`src/rtl/decode_pkg.sv`:
```
// Shared types and constants for the decode stage.
//
// pat_entry_t is one pattern-table entry {en, val, mask, out}. A package
// typedef cannot follow module parameters, so val/mask/out are sized to
// MAX_IN_W / MAX_OUT_W. Modules store zero-extended values and use only
// their low IN_W / OUT_W bits. The constant upper bits are removed by
// synthesis. IN_W must not exceed MAX_IN_W, and OUT_W must not exceed
// MAX_OUT_W.
package decode_pkg;

    localparam int DEF_IN_W  = 4;
    localparam int DEF_OUT_W = 3;
    localparam int DEF_N_PAT = 8;
    localparam int DEF_CNT_W = 16;

    localparam int MAX_IN_W  = 16;
    localparam int MAX_OUT_W = 16;

    typedef struct packed {
        logic                 en;
        logic [MAX_IN_W-1:0]  val;
        logic [MAX_IN_W-1:0]  mask;   // 1 = care bit
        logic [MAX_OUT_W-1:0] out;
    } pat_entry_t;

endpackage

```
`src/rtl/decode_match.sv`:
```
// Combinational pattern match and priority select.
//
// Ports:
//   in_code  [IN_W]   code to look up
//   tbl      [N_PAT]  pattern table (pat_entry_t per entry)
//   code     [OUT_W]  out field of the lowest-index matching entry, 0 if none
//   hit               at least one entry matched
//   multi             two or more entries matched
module decode_match
    import decode_pkg::*;
#(
    parameter int IN_W  = DEF_IN_W,
    parameter int OUT_W = DEF_OUT_W,
    parameter int N_PAT = DEF_N_PAT
) (
    input  logic [IN_W-1:0]  in_code,
    input  pat_entry_t       tbl [N_PAT],
    output logic [OUT_W-1:0] code,
    output logic             hit,
    output logic             multi
);

    logic [MAX_IN_W-1:0]  code_ext;
    logic [N_PAT-1:0]     match;
    logic [MAX_OUT_W-1:0] sel_out;
    logic                 unused_sel;

    assign code_ext = MAX_IN_W'(in_code);

    generate
        for (genvar gi = 0; gi < N_PAT; gi++) begin : g_match
            assign match[gi] = tbl[gi].en &&
                ((code_ext & tbl[gi].mask) == (tbl[gi].val & tbl[gi].mask));
        end
    endgenerate

    // Scan from the top down so that the lowest matching index wins.
    always_comb begin
        sel_out = '0;
        for (int i = N_PAT - 1; i >= 0; i--) begin
            if (match[i]) begin
                sel_out = tbl[i].out;
            end
        end
    end

    assign code       = sel_out[OUT_W-1:0];
    assign unused_sel = ^sel_out;
    assign hit        = |match;
    // Clearing the lowest set bit leaves a nonzero value only if two or more bits were set.
    assign multi      = |(match & (match - N_PAT'(1)));

endmodule

```
`src/rtl/decode_stage.sv`:
```
// Pattern-decode pipeline stage with a programmable match table.
//
// Ports:
//   clk, reset                 clock; synchronous active-high reset
//   in_valid/in_ready/in_code  input handshake and code
//   out_valid/out_ready        output handshake
//   out_code/out_hit/out_multi registered lookup result
//   cfg_we/cfg_idx/cfg_val/cfg_mask/cfg_out/cfg_en  table entry write
//   miss_cnt/multi_cnt/cnt_clr saturating event counters and their clear
//
// The lookup uses the table as it stood before the clock edge. A write
// and an accept in the same cycle therefore see the old entry.
module decode_stage
    import decode_pkg::*;
#(
    parameter  int IN_W  = DEF_IN_W,
    parameter  int OUT_W = DEF_OUT_W,
    parameter  int N_PAT = DEF_N_PAT,
    parameter  int CNT_W = DEF_CNT_W,
    localparam int IDX_W = $clog2(N_PAT)
) (
    input  logic             clk,
    input  logic             reset,
    input  logic             in_valid,
    output logic             in_ready,
    input  logic [IN_W-1:0]  in_code,
    output logic             out_valid,
    input  logic             out_ready,
    output logic [OUT_W-1:0] out_code,
    output logic             out_hit,
    output logic             out_multi,
    input  logic             cfg_we,
    input  logic [IDX_W-1:0] cfg_idx,
    input  logic [IN_W-1:0]  cfg_val,
    input  logic [IN_W-1:0]  cfg_mask,
    input  logic [OUT_W-1:0] cfg_out,
    input  logic             cfg_en,
    output logic [CNT_W-1:0] miss_cnt,
    output logic [CNT_W-1:0] multi_cnt,
    input  logic             cnt_clr
);

    pat_entry_t       tbl [N_PAT];
    logic [OUT_W-1:0] match_code;
    logic             match_hit;
    logic             match_multi;
    logic             accept;

    logic             out_valid_reg;
    logic [OUT_W-1:0] out_code_reg;
    logic             out_hit_reg;
    logic             out_multi_reg;
    logic [CNT_W-1:0] miss_cnt_reg;
    logic [CNT_W-1:0] multi_cnt_reg;

    // Each table entry is held in its own register. An index of N_PAT or
    // above equals no gi, so out-of-range writes are dropped. Only en is
    // reset, because a disabled entry never matches.
    generate
        for (genvar gi = 0; gi < N_PAT; gi++) begin : g_entry
            pat_entry_t entry_reg;

            always_ff @(posedge clk) begin
                if (reset) begin
                    entry_reg.en <= 1'b0;
                end else if (cfg_we && (cfg_idx == IDX_W'(gi))) begin
                    entry_reg.en   <= cfg_en;
                    entry_reg.val  <= MAX_IN_W'(cfg_val);
                    entry_reg.mask <= MAX_IN_W'(cfg_mask);
                    entry_reg.out  <= MAX_OUT_W'(cfg_out);
                end
            end

            assign tbl[gi] = entry_reg;
        end
    endgenerate

    decode_match #(
        .IN_W  (IN_W),
        .OUT_W (OUT_W),
        .N_PAT (N_PAT)
    ) u_match (
        .in_code (in_code),
        .tbl     (tbl),
        .code    (match_code),
        .hit     (match_hit),
        .multi   (match_multi)
    );

    assign in_ready = !out_valid_reg || out_ready;
    assign accept   = in_valid && in_ready;

    // Single output register. A new accept reloads it, including when the
    // current result is consumed in the same cycle.
    always_ff @(posedge clk) begin
        if (reset) begin
            out_valid_reg <= 1'b0;
            out_code_reg  <= '0;
            out_hit_reg   <= 1'b0;
            out_multi_reg <= 1'b0;
        end else if (accept) begin
            out_valid_reg <= 1'b1;
            out_code_reg  <= match_code;
            out_hit_reg   <= match_hit;
            out_multi_reg <= match_multi;
        end else if (out_ready) begin
            out_valid_reg <= 1'b0;
        end
    end

    // Counters are updated at accept time, not when the result is consumed.
    always_ff @(posedge clk) begin
        if (reset || cnt_clr) begin
            miss_cnt_reg  <= '0;
            multi_cnt_reg <= '0;
        end else if (accept) begin
            if (!match_hit && (miss_cnt_reg != '1)) begin
                miss_cnt_reg <= miss_cnt_reg + CNT_W'(1);
            end
            if (match_multi && (multi_cnt_reg != '1)) begin
                multi_cnt_reg <= multi_cnt_reg + CNT_W'(1);
            end
        end
    end

    assign out_valid = out_valid_reg;
    assign out_code  = out_code_reg;
    assign out_hit   = out_hit_reg;
    assign out_multi = out_multi_reg;
    assign miss_cnt  = miss_cnt_reg;
    assign multi_cnt = multi_cnt_reg;

endmodule

```
`config.mk`:
```
export PLATFORM = sky130hd
export DESIGN_NAME = decode_stage
export DESIGN_NICKNAME = d
export VERILOG_FILES = /design/src/rtl/decode_pkg.sv /design/src/rtl/decode_match.sv /design/src/rtl/decode_stage.sv
export SDC_FILE = /design/constraint.sdc
export NUM_CORES = 1
export LEC_CHECK = 0
export CAP_MARGIN = 40
export CORE_MARGIN = 2
export CORE_UTILIZATION = 40
export CTS_CLUSTER_DIAMETER = 60
export CTS_CLUSTER_SIZE = 24
export DETAILED_ROUTE_END_ITERATION = 16
export GPL_ROUTABILITY_DRIVEN = 0
export GPL_TIMING_DRIVEN = 0
export HOLD_SLACK_MARGIN = 0.03
export PLACE_DENSITY = 0.58
export RECOVER_POWER = 50
export SLEW_MARGIN = 20
export SYNTH_ARGS = -nofsm -noshare
export SYNTH_HDL_FRONTEND = slang
export SYNTH_SLANG_ARGS = --single-unit
```
`constraint.sdc`:
```
create_clock -name clk -period 4.15 [get_ports clk]
set_clock_uncertainty 0.15 [all_clocks]
set_input_delay 1.245 -clock clk [delete_from_list [all_inputs] [get_ports clk]]
set_output_delay 1.245 -clock clk [all_outputs]
set_load 0.005 [all_outputs]
```
## Word-level counts from Yosys, hierarchy flattened

Index checks and enable logic that the tools add are counted.

| operators by class | value |
|---|---|
| add/subtract/negate cells | 3 |
| eq/ne operators | 17 |
| mux-type cells | 10 |
| bitwise logic cells | 18 |
| reduce and logical (&&, ||, !) cells | 37 |

Operators by type and width:

| operator | number |
|---|---|
| 16-bit == test | 8 |
| 4-bit bitwise AND | 16 |
| 16-bit by 1-bit adder with 16-bit output, second input constant | 2 |
| 16-bit inequality test, second input constant | 2 |
| 3-bit 2-to-1 mux | 8 |
| 2-bit AND reduction | 10 |
| 1-bit logical AND | 19 |
| 8-bit OR reduction | 2 |
| 3-bit == test, second input constant | 4 |
| 8-bit bitwise AND | 1 |
| 8-bit by 1-bit subtractor with 8-bit output, second input constant | 1 |
| 3-bit by 2-bit == test with 1-bit output, second input constant | 2 |
| 3-bit by 1-bit == test with 1-bit output, second input constant | 1 |
| 3-bit zero test | 1 |
| 1-bit zero test | 2 |
| 1-bit logical OR | 2 |
| 1-bit 2-to-1 mux | 2 |
| 2-bit nonzero test | 1 |
| 1-bit inverter | 1 |

| storage, ports and cells | value |
|---|---|
| register bits | 134 |
| input port bits | 25 |

## Logic depth before layout (Yosys ltp)

Gate-level depths: netlist of run 1.

| logic depth | value |
|---|---|
| word-level depth | 11 |
| gate-level depth with buffers | 10 |
| depth with buffers taken out | 8 |

## Cells and area by module

A second synthesis of run 1 with hierarchy kept.

| unflattened totals | value |
|---|---|
| cells, all modules | 561 |
| area, all modules | 6413.7 µm² |

Modules (own cells, without submodules):

| module | instances | cells each | area each (µm²) | sequential area each (µm²) |
|---|---|---|---|---|
| decode_stage | 1 | 380 | 5074.9 | 3563.4 |
| decode_match | 1 | 181 | 1338.8 | 0.0 |

## Least setup slack after synthesis of run 1

Ideal clock, no wire load.

| path | value |
|---|---|
| path kind | input -> register |
| start point | input in_code[2] |
| end point | register multi_cnt_reg[10] (netlist: multi_cnt[10]) |
| data arrival time | 3346 ps |
| required time | 3928 ps |
| slack | 582 ps |
| stages on the path | 10 |
| path buffers | 2 |
| cell sequence | buf_6 xor2_1 a222oi_1 nand3_2 maj3_2 o2111a_2 and2_4 buf_6 nor4_1 mux2i_1 |

| on the way | value |
|---|---|
| cells in the longest elaborated chain, start to end | 8 |
| elaborated cells between the ends (all ways) | 29 |

Ends and longest elaborated chain:

| item | RTL line | RTL |
|---|---|---|
| from (decl) | decode_stage.sv:26 | `input logic [IN_W-1:0] in_code,` |
| 4-bit bitwise AND | decode_match.sv:33 | `((code_ext & tbl[gi].mask) == (tbl[gi].val & tbl[gi].mask));` |
| 16-bit == test | decode_match.sv:33 |  |
| 1-bit logical AND | decode_match.sv:32 | `assign match[gi] = tbl[gi].en &&` |
| 8-bit by 1-bit subtractor with 8-bit output | decode_match.sv:51 | `assign multi = \|(match & (match - N_PAT'(1)));` |
| 8-bit bitwise AND * | decode_match.sv:51 |  |
| 8-bit OR reduction * | decode_match.sv:51 |  |
| 1-bit logical AND * | decode_stage.sv:120 | `if (match_multi && (multi_cnt_reg != '1)) begin` |
| 2-bit AND reduction (no source line) * | -- |  |
| to (signal assigned) | decode_stage.sv:121 | `multi_cnt_reg <= multi_cnt_reg + CNT_W'(1);` |
| to (decl) | decode_stage.sv:54 | `logic [CNT_W-1:0] multi_cnt_reg;` |

Mark *: on every way between the ends. The rest lies on a longest branch, timed or not.
A chain may end at the register's enable or synchronous reset.

## Final worst setup path of run 1

| path | value |
|---|---|
| start point | input out_ready |
| end point | output in_ready |

| on the way | value |
|---|---|
| cells in the longest elaborated chain, start to end | 1 |

Ends and longest elaborated chain:

| item | RTL line | RTL |
|---|---|---|
| from (decl) | decode_stage.sv:28 | `input logic out_ready,` |
| 1-bit logical OR | decode_stage.sv:90 | `assign in_ready = !out_valid_reg \|\| out_ready;` |
| to (decl) | decode_stage.sv:25 | `output logic in_ready,` |

Every way passes these cells.

==> results.py, run 1 <==
metrics = {
    "setup_path": {
        "worstPathMaxFanout": 4,
        "cp-start-kind": "input pin",
        "cp-end-kind": "primary output",
        "worstPathRequired_ns": 2.75,
        "regToRegStartpoint": "g_entry[5].entry_reg[34]",
        "critPathLaunch": "out_ready",
        "r2r.worst_path.cells": 9,
        "worstPathArrival_ns": 2.38,
        "crit_end": "in_ready",
        "criticalPathCategory": "in2out",
        "r2r_slack_ns": 1.16,
        "rr_endpoint": "multi_cnt[8]",
    },
    "timing": {
        "min_period_ns": 3.78,
        "grt_setup_unrepaired": "no",
        "slew_viol_final": 0,
        "post-route-period-util_pct": 91.0,
        "hold_viol_final": 0,
        "worst_pin_slew_ns": 0.938,
        "max_slew_margin_pct": 37.0,
        "setup_violations": 0,
        "fmaxAchievable_mhz": 265,
    },
    "global_route": {
        "grt-ovfl-total": 0,
        "grt_pass1_vias": 3764,
        "grt.met1_usage_pct": 22.5,
        "antenna_found_initial": 0,
        "met3_usage_pct": 4.97,
        "grtUsageMet2_pct": 31.3,
        "grt_max_degree": 17,
        "busiest_layer": "met2",
        "grt_pass1_wl_mm": 20.3,
        "grtUsageTotal_pct": 18.4,
    },
    "detailed_routing": {
        "drc_errors": 0,
        "wl_per_cell_um": 17.5,
        "drt-initial-drc-count": 356,
        "dr.pass1.iters": 6,
        "routed_wl_mm": 13.1,
        "ant_nets": 0,
        "viasPerCell": 5.35,
        "num_vias": 3997,
    },
    "cts": {
        "cts.sinks": 134,
        "cts_resized": 0,
        "cts_hold_buf": 0,
        "clk_path_buf_depth": 2,
        "post-cts-setup-buffer-count": 0,
        "htreeDepth": 4,
        "path_clk_slew_ns": 0.06,
        "tritoncts": "yes",
        "numCtsBuffers": 17,
        "ctsRootBufferMaster": "clkbuf_16",
        "clock_latency_ns": 0.43,
    },
    "floorplan": {
        "ios": 64,
        "dieArea_sq_um": 15100,
        "start_util_pct": 40.7,
        "core_sq_um": 13800,
        "fp-row-count": 43,
        "fp.dieH_um": 123,
        "die_w_um": 123,
    },
    "power_and_ir_drop": {
        "pwr_density_cell_nw_per_um2": 433,
        "p_total_mw": 3.07,
        "peakVddDrop_mv": 0.326,
        "p_leak_nw": 2.51,
    },
    "cells_and_area": {
        "multi_input_area_sq_um": 1980,
        "drive_above_1_share_pct": 9.70,
        "regArea_sq_um": 3560,
        "areaGrowthSynthToFinish_pct": 25.7,
        "finish.utilization_pct": 51.2,
        "largest_reg_flops": 96,
        "nets": 581,
        "n_antenna_cell": 0,
        "nFillCells": 1197,
    },
    "yosys": {
        "muxShareOfSynthArea_pct": 1.95,
        "synthCells": 471,
        "synth-adder-area-share_pct": 0.844,
        "synth_nets": 498,
        "yosys_warnings": 0,
        "synth.distinct_cells": 45,
        "syn-cell-area_sq_um": 5630,
        "syn_avg_cell_area_sq_um": 12.0,
        "synth-xor-area-share_pct": 6.37,
        "synth_top_family_by_area": "simple AND/OR/NAND/NOR gates",
        "seq_area_frac_synth_pct": 63.2,
        "synth_compound_area_share_pct": 8.39,
        "ys_ff_latch": 134,
        "synth-simple-area-share_pct": 17.3,
    },
    "outcome": {
        "status": "finished, final reports clean",
    },
    "place": {
        "hpwl_mm": 9.30,
        "port_buffers": 57,
    },
    "hold_path": {
        "hold_class": "reg2reg",
    },
    "job": {
        "max_cap_violations": 0,
    },
}
==> per-stage QoR <==
stage	area [sq um]	TNS [ns]	std cells	hold slack [ns]	worst slack (ns)
after floorplan	5630	0	471	0.300	0.582
after global placement	6430	-1.53	708	0.308	-0.141
after detailed placement	6520	0	715	0.327	0.0808
after CTS	7090	0	747	0.338	0.367
after global routing	7080	0	747	0.352	0.339
final	7080	0	747	0.331	0.374
==> layer usage <==
| layer | up-vias | part of all wire (%) |
|---|---|---|
| met1 | 1899 | 43 |
| met4 | 0 | 1.7 |
| met2 | 142 | 49 |
| met3 | 25 | 6.3 |
| met5 | - | 0 |
| li1 | 1931 | - |
==> placed cells by master, fill, tap and decap left out, types with 4 or more instances in the layout <==
cell type / n
nand2_1: 59
mux2i_1: 11
a21oi_1: 12
a222oi_1: 5
a31oi_1: 5
a311oi_1: 6
edfxtp_1: 88
o211ai_1: 5
and3_1: 9
clkdlybuf4s50_1: 28
inv_6: 4
xor2_1: 39
nor2_1: 48
dlygate4sd3_1: 29
buf_6: 6
o21ai_0: 14
clkbuf_1: 14
nand3_1: 18
buf_4: 5
nand4_1: 14
and4_1: 6
clkbuf_16: 17
or4_1: 6
dfxtp_1: 46
a41o_1: 5
or3_1: 9
==> critical path, cell delays in order <==
cell and delay (ns):
clkdlybuf4s50_1 0.45, nand2b_1 0.16, clkdlybuf4s50_1 0.52
==> report_power, final <==
group | switching [mW] | internal [mW] | total [mW]
combinational | 0.0878 | 0.0533 | 0.141
sequential | 0.00872 | 1.44 | 1.45
clock | 0.586 | 0.887 | 1.47
total | 0.683 | 2.38 | 3.07
==> synthesized netlist by cell type (all sizes together) <==
cell type  count  area [sq um]
maj3           2          22.5
a22oi          3          22.5
nor2          49           184
a21boi         4          30.0
ha             2          25.0
clkbuf        12          45.0
buf            5          48.8
o2111a         1          12.5
and2           4          27.5
or3b           1          8.76
edfxtp        88          2640
xor2          39           342
nand3b         2          15.0
nor4b          1          15.0
a311oi         6          52.6
mux2i         11           110
a21oi         12          60.1
nand3         20           110
dfxtp         46           921
a41o           5          50.1
o21ai         17          85.1
nand2b         3          18.8
and4           6          52.6
and3           9          56.3
a31oi          5          31.3
a222oi         5          50.1
nand2         59           221
or4            6          45.0
or3            9          56.3
a211oi         2          15.0
nor3           5          25.0
nor4           4          46.3
nand4         14          87.6
or2            1          6.26
a211o          3          26.3
o211ai         5          37.5
inv            3          11.3
xnor2          2          17.5
==> cell families after synthesis <==
group / count (synthesis)
xor gates and xnor gates: 41
DFF: 134
buffers and inverters: 20
muxes: 11
and+or+nand+nor: 193
AOI/OAI and AO/OA: 68
adders and majority gates: 4
==> area by class of cell <==
type	instances	share of cell area, %
multi-input combinational	317	27.9
buffer	17	1.33
sequential	134	50.3
clock buffer	18	6.06
tap	180	3.18
inverter	3	0.159
timing repair buffer	64	8.91
clock inverter	14	2.10
==> worst min path at each step <==
stage / cells after the start / startpoint / end
floorplan: 2 / g_entry[6].entry_reg[48] / g_entry[6].entry_reg[48]
global placement: 2 / g_entry[6].entry_reg[48] / g_entry[6].entry_reg[48]
detailed placement: 2 / miss_cnt[10] / miss_cnt[10]
CTS: 2 / miss_cnt[10] / miss_cnt[10]
global route: 2 / multi_cnt[13] / multi_cnt[13]
finish: 2 / miss_cnt[10] / miss_cnt[10]
Power figures use the tool's default switching activity.
==> inputs of run 2 (changes only) <==
--- a/config.mk
+++ b/config.mk
@@ -14,7 +14,7 @@
 export GPL_ROUTABILITY_DRIVEN = 0
 export GPL_TIMING_DRIVEN = 0
 export HOLD_SLACK_MARGIN = 0.03
-export PLACE_DENSITY = 0.58
+export PLACE_DENSITY = 0.6
 export RECOVER_POWER = 50
 export SLEW_MARGIN = 20
 export SYNTH_ARGS = -nofsm -noshare
==> constraint.sdc (replaced) <==
create_clock -name clk -period 3.31 [get_ports clk]
set_clock_uncertainty 0.15 [all_clocks]
set_input_delay 0.993 -clock clk [delete_from_list [all_inputs] [get_ports clk]]
set_output_delay 0.993 -clock clk [all_outputs]
set_load 0.005 [all_outputs]
==> results.py, run 2 (synthesized netlist as in run 1, its figures left out) <==
metrics = {
    "cts": {
        "path_clk_slew_ns": 0.06,
        "clock_latency_ns": 0.43,
        "htreeDepth": 4,
        "ctsRootBufferMaster": "clkbuf_16",
        "clk_path_buf_depth": 2,
        "tritoncts": "yes",
        "numCtsBuffers": 17,
        "cts.sinks": 134,
    },
    "power_and_ir_drop": {
        "p_leak_nw": 2.54,
        "pwr_density_cell_nw_per_um2": 545,
        "peakVddDrop_mv": 0.562,
    },
    "detailed_routing": {
        "num_vias": 4071,
        "viasPerCell": 5.40,
        "drc_errors": 0,
        "drt-initial-drc-count": 372,
        "ant_nets": 0,
        "wl_per_cell_um": 17.5,
        "routed_wl_mm": 13.2,
        "dr.pass1.iters": 5,
    },
    "cells_and_area": {
        "nets": 588,
        "n_antenna_cell": 0,
        "areaGrowthSynthToFinish_pct": 27.3,
        "drive_above_1_share_pct": 10.8,
        "largest_reg_flops": 96,
        "layout_common_cells": "edfxtp_1 (88), nand2_1 (59), nor2_1 (48), dfxtp_1 (46), xor2_1 (39)",
        "final_cell_area_sq_um": 7170,
        "layout_commonest_cell": "edfxtp_1",
        "fin_cells": 754,
    },
    "job": {
        "max_cap_violations": 0,
    },
    "floorplan": {
        "start_util_pct": 40.7,
        "core_sq_um": 13800,
        "fp-row-count": 43,
        "die_w_um": 123,
        "dieArea_sq_um": 15100,
        "fp.dieH_um": 123,
        "ios": 64,
    },
    "setup_path": {
        "r2r_slack_ns": 0.43,
        "criticalPathCategory": "in2reg",
        "cp-end-kind": "register",
        "worst_path_max_delay_cell": "a222oi_1",
        "regToRegStartpoint": "g_entry[5].entry_reg[34]",
        "worstPathRequired_ns": 3.49,
        "crit_path_max_incr_delay_ns": 0.51,
        "r2r.worst_path.cells": 9,
        "rr_endpoint": "multi_cnt[0]",
        "worstPathArrival_ns": 3.41,
        "worstPathMaxFanout": 8,
        "path_cells": "buf_4 > xor2_1 > a222oi_1 > and3_4 > nand2b_1 > o21ai_1 > and2_4 > buf_6 > or3_1 > a21oi_1",
        "cp-start-kind": "input pin",
    },
    "place": {
        "numPlacedInstances": 715,
        "hpwl_mm": 9.16,
        "dpl_worst_slack_ns": -0.532,
        "port_buffers": 57,
        "placed_area_sq_um": 6510,
    },
    "timing": {
        "worst_pin_slew_ns": 0.854,
        "max_slew_margin_pct": 42.4,
        "hold_viol_final": 0,
        "layout_setup_ws_ns": 0.0831,
        "fmaxAchievable_mhz": 310,
        "setup_violations": 0,
        "slew_viol_final": 0,
        "post-route-period-util_pct": 97.5,
        "tns_ns": 0,
        "min_period_ns": 3.23,
    },
    "global_route": {
        "grt_max_degree": 17,
        "grtUsageTotal_pct": 18.6,
        "grt_pass1_wl_mm": 20.8,
        "antenna_found_initial": 0,
        "grt_pass1_vias": 3968,
        "grt-ovfl-total": 0,
    },
    "hold_path": {
        "hold_depth": 2,
        "hold_class": "reg2reg",
        "hp-start": "miss_cnt[10]",
        "min_to": "miss_cnt[10]",
    },
    "outcome": {
        "status": "finished, final reports clean",
    },
}
run 2: cell types whose count changed in the layout (fill, tap and decap cells not counted), moves of 2 or more:
cell             previous run  this run
buf_4                       5        12
clkdlybuf4s50_1            28        32
clkinvlp_4                  3         1
nor4_2                      1         3
dlygate4sd3_1              29        25
clkbuf_1                   14        19
nor4_1                      2         0
clkbuf_8                    0         2
inv_6                       4         1
run 2: final cells by class:
type,count,area (sq um)
clock inverter,8,124
fill,1195,6650
sequential,134,3560
buffer,17,93.8
tap,180,225
timing repair buffer,71,676
clock buffer,24,472
inverter,3,11.3
multi-input combinational,317,2010
run 2: how the worst max path moves through the flow:
stage | from | depth (start not counted) | endpoint
finish | in_code[3] | 10 | multi_cnt[0]
global route | in_code[1] | 10 | multi_cnt[0]
CTS | in_code[1] | 10 | multi_cnt[10]
detailed placement | in_code[0] | 9 | miss_cnt[7]
global placement | cfg_we | 3 | g_entry[0].entry_reg[0]
floorplan | in_code[2] | 10 | multi_cnt[10]
run 2: timing repair:
item / CTS / global route
pin swaps: 3 / 4
endpoints found under the setup margin: 9 / 14
resized for setup: 0 / 6
hold buffers: 0 / 0
buffers inserted: 3 / 4
run 2: stage by stage:
stage	util (%)	hold WS, ns	total power [mW]
after floorplan	-	0.300	1.95
after global placement	46.5	0.312	2.03
after detailed placement	47.1	0.321	2.04
after CTS	51.6	0.329	3.96
after global routing	51.9	0.362	4.04
final	51.9	0.326	3.91
run 2: power breakdown:
group	internal [mW]	switching, mW	total (mW)	leakage [nW]
clock	1.22	0.682	1.91	0.286
sequential	1.81	0.0121	1.82	1.17
combinational	0.0717	0.111	0.183	1.09
run 2: per-layer routing:
layer	share of wire, %	vias to the layer above	global-route usage [%]
met5	0	-	0
met4	1.6	0	6.68
met3	4.9	18	5.20
met2	49	123	30.8
met1	45	1983	23.3
li1	-	1947	-
run 2: critical path: cells and delay by family:
family	cells	cell delay, ns
AOI/OAI and AO/OA	3	0.87
buffers and inverters	2	0.29
and+or+nand+nor	4	1.08
xor gates and xnor gates	1	0.17
